==> src/rtl/program_loader.sv <==
// program_loader: synchronises the external load pins and replays each strobed
// byte onto the CPU bus as a MAR-address / MAR-data / RAM-write sequence.
module program_loader #(
  parameter int ADDR_W      = 4,
  parameter int SYNC_STAGES = 2
) (
  input  logic              clk,
  input  logic              rst,
  input  logic              load_mode,
  input  logic              strobe,
  input  logic [7:0]        data_in,
  output logic [7:0]        bus_out,
  output logic              bus_oe,
  output logic              n_load_addr,
  output logic              n_load_data,
  output logic              ram_we_n,
  output logic              cpu_hold,
  output logic              busy,
  output logic              done,
  output logic              overflow,
  output logic [ADDR_W-1:0] wr_addr
);

  // state | meaning
  // IDLE  | waiting for a strobe edge while in load mode
  // ADDR  | wr_addr driven on bus, MAR address load low
  // DATA  | latched byte driven on bus, MAR data load low
  // WRITE | bus released, RAM write pulse low
  typedef enum logic [1:0] {IDLE, ADDR, DATA, WRITE} state_t;

  state_t                 state_q, state_d;
  logic [SYNC_STAGES-1:0] load_sync_q, load_sync_d;
  logic [SYNC_STAGES-1:0] strobe_sync_q, strobe_sync_d;
  logic                   strobe_prev_q, strobe_prev_d;
  logic [7:0]             byte_q, byte_d;
  logic [ADDR_W-1:0]      wr_addr_q, wr_addr_d;
  logic                   done_q, done_d;
  logic                   overflow_q, overflow_d;
  logic [7:0]             bus_out_q, bus_out_d;
  logic                   bus_oe_q, bus_oe_d;
  logic                   n_load_addr_q, n_load_addr_d;
  logic                   n_load_data_q, n_load_data_d;
  logic                   ram_we_n_q, ram_we_n_d;

  logic load_mode_s;
  logic strobe_s;
  logic strobe_rise;

  assign load_mode_s = load_sync_q[SYNC_STAGES-1];
  assign strobe_s    = strobe_sync_q[SYNC_STAGES-1];
  assign strobe_rise = strobe_s && !strobe_prev_q;

  always_comb begin
    load_sync_d   = (load_sync_q << 1) | SYNC_STAGES'(load_mode);
    strobe_sync_d = (strobe_sync_q << 1) | SYNC_STAGES'(strobe);
    strobe_prev_d = strobe_s;
    state_d       = state_q;
    byte_d        = byte_q;
    wr_addr_d     = wr_addr_q;
    done_d        = done_q;
    overflow_d    = overflow_q;

    // Leaving load mode aborts any partial sequence and rearms the loader.
    if (!load_mode_s) begin
      state_d    = IDLE;
      wr_addr_d  = '0;
      done_d     = 1'b0;
      overflow_d = 1'b0;
    end else begin
      if (strobe_rise && (state_q != IDLE || done_q))
        overflow_d = 1'b1;
      case (state_q)
        IDLE: begin
          if (strobe_rise && !done_q) begin
            byte_d  = data_in;
            state_d = ADDR;
          end
        end
        ADDR:  state_d = DATA;
        DATA:  state_d = WRITE;
        WRITE: begin
          state_d   = IDLE;
          wr_addr_d = wr_addr_q + ADDR_W'(1);
          if (&wr_addr_q)
            done_d = 1'b1;
        end
        default: state_d = IDLE;
      endcase
    end

    // Outputs are decoded from the next state so they line up with it in time.
    bus_out_d = '0;
    case (state_d)
      ADDR:    bus_out_d[ADDR_W-1:0] = wr_addr_d;
      DATA:    bus_out_d = byte_d;
      default: bus_out_d = '0;
    endcase
    bus_oe_d      = (state_d == ADDR) || (state_d == DATA);
    n_load_addr_d = (state_d != ADDR);
    n_load_data_d = (state_d != DATA);
    ram_we_n_d    = (state_d != WRITE);
  end

  always_ff @(posedge clk or posedge rst) begin
    if (rst) begin
      state_q       <= IDLE;
      load_sync_q   <= '0;
      strobe_sync_q <= '0;
      strobe_prev_q <= 1'b0;
      byte_q        <= '0;
      wr_addr_q     <= '0;
      done_q        <= 1'b0;
      overflow_q    <= 1'b0;
      bus_out_q     <= '0;
      bus_oe_q      <= 1'b0;
      n_load_addr_q <= 1'b1;
      n_load_data_q <= 1'b1;
      ram_we_n_q    <= 1'b1;
    end else begin
      state_q       <= state_d;
      load_sync_q   <= load_sync_d;
      strobe_sync_q <= strobe_sync_d;
      strobe_prev_q <= strobe_prev_d;
      byte_q        <= byte_d;
      wr_addr_q     <= wr_addr_d;
      done_q        <= done_d;
      overflow_q    <= overflow_d;
      bus_out_q     <= bus_out_d;
      bus_oe_q      <= bus_oe_d;
      n_load_addr_q <= n_load_addr_d;
      n_load_data_q <= n_load_data_d;
      ram_we_n_q    <= ram_we_n_d;
    end
  end

  assign bus_out     = bus_out_q;
  assign bus_oe      = bus_oe_q;
  assign n_load_addr = n_load_addr_q;
  assign n_load_data = n_load_data_q;
  assign ram_we_n    = ram_we_n_q;
  assign cpu_hold    = load_mode_s;
  assign busy        = (state_q != IDLE);
  assign done        = done_q;
  assign overflow    = overflow_q;
  assign wr_addr     = wr_addr_q;

endmodule

==> config.mk <==
export PLATFORM = sky130hd
export DESIGN_NAME = program_loader
export DESIGN_NICKNAME = d
export VERILOG_FILES = /design/src/rtl/program_loader.sv
export SDC_FILE = /design/constraint.sdc
export NUM_CORES = 1
export LEC_CHECK = 0
export CAP_MARGIN = 20
export CELL_PAD_IN_SITES_DETAIL_PLACEMENT = 1
export CELL_PAD_IN_SITES_GLOBAL_PLACEMENT = 1
export CORE_MARGIN = 2
export CORE_UTILIZATION = 30
export DETAILED_ROUTE_END_ITERATION = 8
export GPL_TIMING_DRIVEN = 1
export PLACE_DENSITY_LB_ADDON = 0.15
export SYNTH_ARGS = -nofsm -noshare
export SYNTH_HDL_FRONTEND = slang
export SYNTH_SLANG_ARGS = --single-unit
export TNS_END_PERCENT = 10
==> constraint.sdc <==
create_clock -name clk -period 3.45 [get_ports clk]
set_input_delay 0.345 -clock clk [delete_from_list [all_inputs] [get_ports clk]]
set_output_delay 0.345 -clock clk [all_outputs]
set_load 0.005 [all_outputs]
Word-level counts from Yosys, hierarchy flattened --
Cells that the tools add are included. W data, S select, Z words.
Operators by class: add/sub/neg operators 1, multipliers 0, div/mod/pow operators 0, $lt $le $gt $ge 0, equality and inequality tests 11, shift operators 0, mux-type cells 15, bitwise logic cells 2, reductions and logical operators 11
Operators by type and width (number):
- $mux W8 | 3
- $mux W4 | 3
- $ne A2 B1 Y1 const B | 4
- $pmux W2 S4 | 1
- $pmux W4 S2 | 1
- $eq A2 B2 Y1 const B | 3
- $mux W1 | 5
- $add A4 B1 Y4 const B | 1
- $eq A2 B1 Y1 const B | 2
- $mux W2 | 2
- $ne A2 B2 Y1 const B | 2
- $or A2 B1 Y2 | 2
- $reduce_and A4 Y1 | 1
- $logic_and A1 B1 Y1 | 3
- $logic_not A1 Y1 | 2
- $logic_not A2 Y1 | 1
- $logic_or A1 B1 Y1 | 2
- $reduce_and A2 Y1 | 1
- $reduce_bool A2 Y1 | 1
Storage, ports and cells: register bits 33, latch bits 0, memory bits (writable) 0, ROM bits 0, bits of input ports 12, output and inout port bits 20, logic and storage cells 53, memories 0

Depth between registers and ports, before layout --
word-level depth 8, mapped depth 9, mapped depth without buffers 9

Least setup slack after synthesis --
OpenSTA, ideal clock, no wires.
path type register to register, start point register state_q[0], end point register bus_out_q[3], in the netlist bus_out[3], setup time 90 ps, arrival 1598 ps, data required time 3360 ps, path slack 1762 ps, cell stages (with the launch flop) 9, path buffers 0, period minus slack after synthesis 1688 ps, cell sequence dfrtp_1 -> inv_1 -> ha_1 -> o21ai_0 -> a21o_1 -> ha_1 -> nor2_1 -> nand2_1 -> o221ai_1
Between the ends: longest elaborated chain between the ends 5, elaborated cells on any way between the ends 14, those cells by class eq/ne: 5; mux: 8; reduce/logical: 1
Ends and longest elaborated chain:
- start, declared | line 31 | state_t state_q, state_d;
- start signal, assigned | line 120 | state_q <= state_d;
- $eq A2 B2 Y1 (tied with other cells) | line 72 | case (state_q)
- $pmux W2 S4 | line 72
- $mux W2 | line 64 | if (!load_mode_s) begin
- $eq A2 B2 Y1 or $eq A2 B1 Y1 (tied branches) | line 93 | case (state_d)
- $pmux W4 S2 * | line 93
- net bus_out_d[3] | line 39 | logic [7:0] bus_out_q, bus_out_d;
- end signal, assigned | line 128 | bus_out_q <= bus_out_d;
- end, declared | line 39
Mark *: on every way through the listed nets, which the timed path passes. The rest lies on a longest branch. A chain may end at the register's enable or synchronous reset.

Worst setup path after layout --
start point register done_q, in the netlist done, end point register bus_out_q[5], in the netlist bus_out[5]
Between the ends: elaborated cells on any way between the ends 10, those cells by class eq/ne: 1; mux: 7; reduce/logical: 2
RTL lines:
- start, declared | line 37 | logic done_q, done_d;
- start signal, assigned | line 126 | done_q <= done_d;
- $logic_not A1 Y1 | line 74 | if (strobe_rise && !done_q) begin
- $logic_and A1 B1 Y1 | line 74
- $mux W8 | line 74
- $mux W8 | line 72
- $mux W8 | line 64
- net byte_d[5] | line 35 | logic [7:0] byte_q, byte_d;
- $mux W4 | line 93
- net bus_out_d[5] | line 39
The timed path passes the listed nets, and every way through them passes these cells.

==> flow_metrics.py <==
metrics = {
    "clock_tree": {
        "cts.sinks": 33,
        "clock_path_buffers": 2,
        "cts-root-buf": "clkbuf_8",
        "cts_resized": 0,
        "postCtsHoldBufs": 0,
        "htreeDepth": 2,
        "cts_tree": "built",
        "cts_setup_buffers": 0,
        "cts.reportedPaths.clkPinSlew_ns": 0.07,
        "clock_latency_ns": 0.28,
        "cts_buffers": 5,
    },
    "die": {
        "die_y_um": 70.5,
        "start_util_pct": 30.9,
        "core_mm2": 0.00429,
        "die_w_um": 70.5,
        "ios": 32,
        "rows": 24,
        "die-area_mm2": 0.00496,
    },
    "drt": {
        "viasPerCell": 4.56,
        "vias": 843,
        "first_iter_violations": 33,
        "wl_per_cell_um": 14.5,
        "drc": 0,
        "drtPass1Iterations": 4,
        "postRouteWirelength_um": 2680,
        "ant_nets": 0,
    },
    "global_routing": {
        "grtUsageTotal_pct": 12.7,
        "grt_pass1_wl_um": 4750,
        "grt_pass1_vias": 1000,
        "grt_start_max_net_pins": 34,
        "gr-total-overflow": 0,
        "antenna_found_initial": 0,
    },
    "critical_path": {
        "worst_setup_path_end_kind": "flip-flop",
        "critical_path_required_ns": 3.62,
        "cp_max_fo": 10,
        "crit_type": "reg -> reg",
        "start_kind": "flip-flop",
        "arrival_ns": 2.17,
    },
    "power_and_ir_drop": {
        "clkPwrFrac_pct": 24.2,
        "switching_share_pct": 28.3,
        "comb_power_share_pct": 31.4,
        "p_sw_mw": 0.342,
        "p_int_mw": 0.868,
        "powerDensity_mw_per_mm2": 679,
        "total_power_mw": 1.21,
        "vdd_ir_drop_max_uv": 264,
        "pwr-share-seq_pct": 44.3,
        "leakage_nw": 0.832,
    },
    "synth": {
        "synth_nets": 116,
        "syn_inst": 95,
        "synth_edf_count": 0,
        "synthTopCellsByArea": "dfrtp_1 57%, ha_1 8.5%, dfstp_2 5.9%, mux2_2 4.2%, mux2_4 3.4%",
        "yosysTopAreaCell": "dfrtp_1",
        "syn-mean-instance-area_um2": 13.9,
        "ys_seq_area_share_pct": 62.6,
        "ys_types": 27,
        "synth_seq_cells": 33,
        "synth_area_mm2": 0.00133,
        "synth_ff_type": "dfrtp_1",
        "async_flop_share_pct": 100,
        "synth-warning-count": 0,
        "synth_top_area_share_pct": 56.7,
    },
    "run": {
        "cap_violations": 0,
    },
    "finish": {
        "antenna_cells": 0,
        "nets": 153,
        "fillerInstances": 452,
        "drive_gt1_share_pct": 16.5,
        "syn_to_final_growth_pct": 34.5,
    },
    "timing": {
        "finalSetupTns_ns": 0,
        "fin_skew_ns": 0.00567,
        "rsz0062_at_grt": "false",
        "period_share_pct": 57.9,
        "fmax_mhz": 500,
        "finalSetupViolCount": 0,
        "report.final.hold_viol_count": 0,
        "timing.slew.headroom_pct": 62.0,
        "slew_viol_final": 0,
        "worst_slew_pin_slew_ns": 0.570,
        "min_period_ns": 2.00,
    },
    "place": {
        "hpwl_um": 1960,
        "gp_congestion": 0.712,
        "portBuffers": 31,
    },
    "worst_hold_path": {
        "holdCritPathClass": "reg -> reg",
    },
    "status": {
        "outcome": "completed",
    },
}
registers in the layout, summed over array words and instances, names as in the netlist:
signal         count
state_q            2
bus_out            8
overflow           1
done               1
wr_addr            4
ram_we_n           1
n_load_data        1
strobe_sync_q      2
byte_q             8
load_sync_q        2
n_load_addr        1
strobe_prev_q      1
bus_oe             1
layout by cell type, fill, tap and decap left out, types with 3 or more instances in the layout:
| cell type | count |
|---|---|
| dfstp_2 | 3 |
| inv_1 | 11 |
| a32o_1 | 3 |
| nand2_1 | 3 |
| dfrtp_1 | 30 |
| and2_1 | 3 |
| ha_1 | 9 |
| clkdlybuf4s50_1 | 31 |
| mux2_4 | 3 |
| and2_2 | 4 |
| clkbuf_8 | 6 |
| mux2_2 | 5 |
worst max-delay path: stages (launching register included):
cell	delay, ns
dfrtp_1	0.42
nor3b_1	0.29
and3_1	0.57
mux2_2	0.41
and2_2	0.19
cell usage after synthesis, drive strengths merged, types with 2 or more instances:
| library cell | n |
|---|---|
| ha | 9 |
| and2 | 7 |
| nand2 | 3 |
| mux2 | 8 |
| xnor2 | 2 |
| dfrtp | 30 |
| a32o | 3 |
| nor2 | 2 |
| nor2b | 2 |
| nand3 | 2 |
| inv | 11 |
| dfstp | 3 |
cell type report:
cell class | instances | area [µm²] | share of cell area [%]
Sequential cell | 33 | 830 | 46.6
Multi-Input combinational cell | 49 | 438 | 24.6
Timing Repair Buffer | 32 | 318 | 17.8
Clock buffer | 8 | 90.1 | 5.06
Tap cell | 52 | 65.1 | 3.65
Inverter | 11 | 41.3 | 2.32
final timing paths:
path,depth (start not counted),start,to,slack (ns)
worst max-delay path,4,done,bus_out[5],1.45
worst min-delay path,0,strobe_sync_q[0],strobe_sync_q[1],0.35
worst max register to register,4,done,bus_out[5],1.45
worst min register to register,0,strobe_sync_q[0],strobe_sync_q[1],0.35
max in group asynchronous,3,rst,n_load_addr,2.66
min in group asynchronous,3,rst,strobe_sync_q[0],0.45
layer usage:
metal	up-vias	GRT usage, %	routed length (µm)
met5	-	0	0
met4	0	5.77	40
met3	4	4.76	143
met2	22	21.9	1400
met1	432	13.9	1100
li1	385	-	-
power by group through the flow:
stage	combinational, mW	clock, mW	sequential [mW]
6_report	0.380	0.293	0.536
2_1_floorplan	0.214	0	0.538
5_1_grt	0.427	0.328	0.550
3_5_place_dp	0.390	0	0.544
4_1_cts	0.392	0.307	0.538
3_3_place_gp	0.378	0	0.541
logic make-up after synthesis:
kind of cell / synth area share (%)
simple gates: 8.31
xor+xnor: 1.98
compound gates: 5.86
buf+inv: 4.34
mux: 8.40
fa+ha+maj: 8.50
flops: 62.6
per-stage QoR:
| stage | setup slack (ns) | hold slack (ns) | cells | instance area, µm² | utilization, % |
|---|---|---|---|---|---|
| 2_1_floorplan | 1.76 | 0.331 | 95 | 1330 | - |
| 3_3_place_gp | 1.42 | 0.335 | 177 | 1690 | 39.4 |
| 3_5_place_dp | 1.45 | 0.343 | 177 | 1690 | 39.4 |
| 4_1_cts | 1.43 | 0.358 | 185 | 1780 | 41.5 |
| 5_1_grt | 1.24 | 0.365 | 185 | 1780 | 41.5 |
| 6_report | 1.45 | 0.353 | 185 | 1780 | 41.5 |
Note: power is estimated with default switching activity, not from simulation.
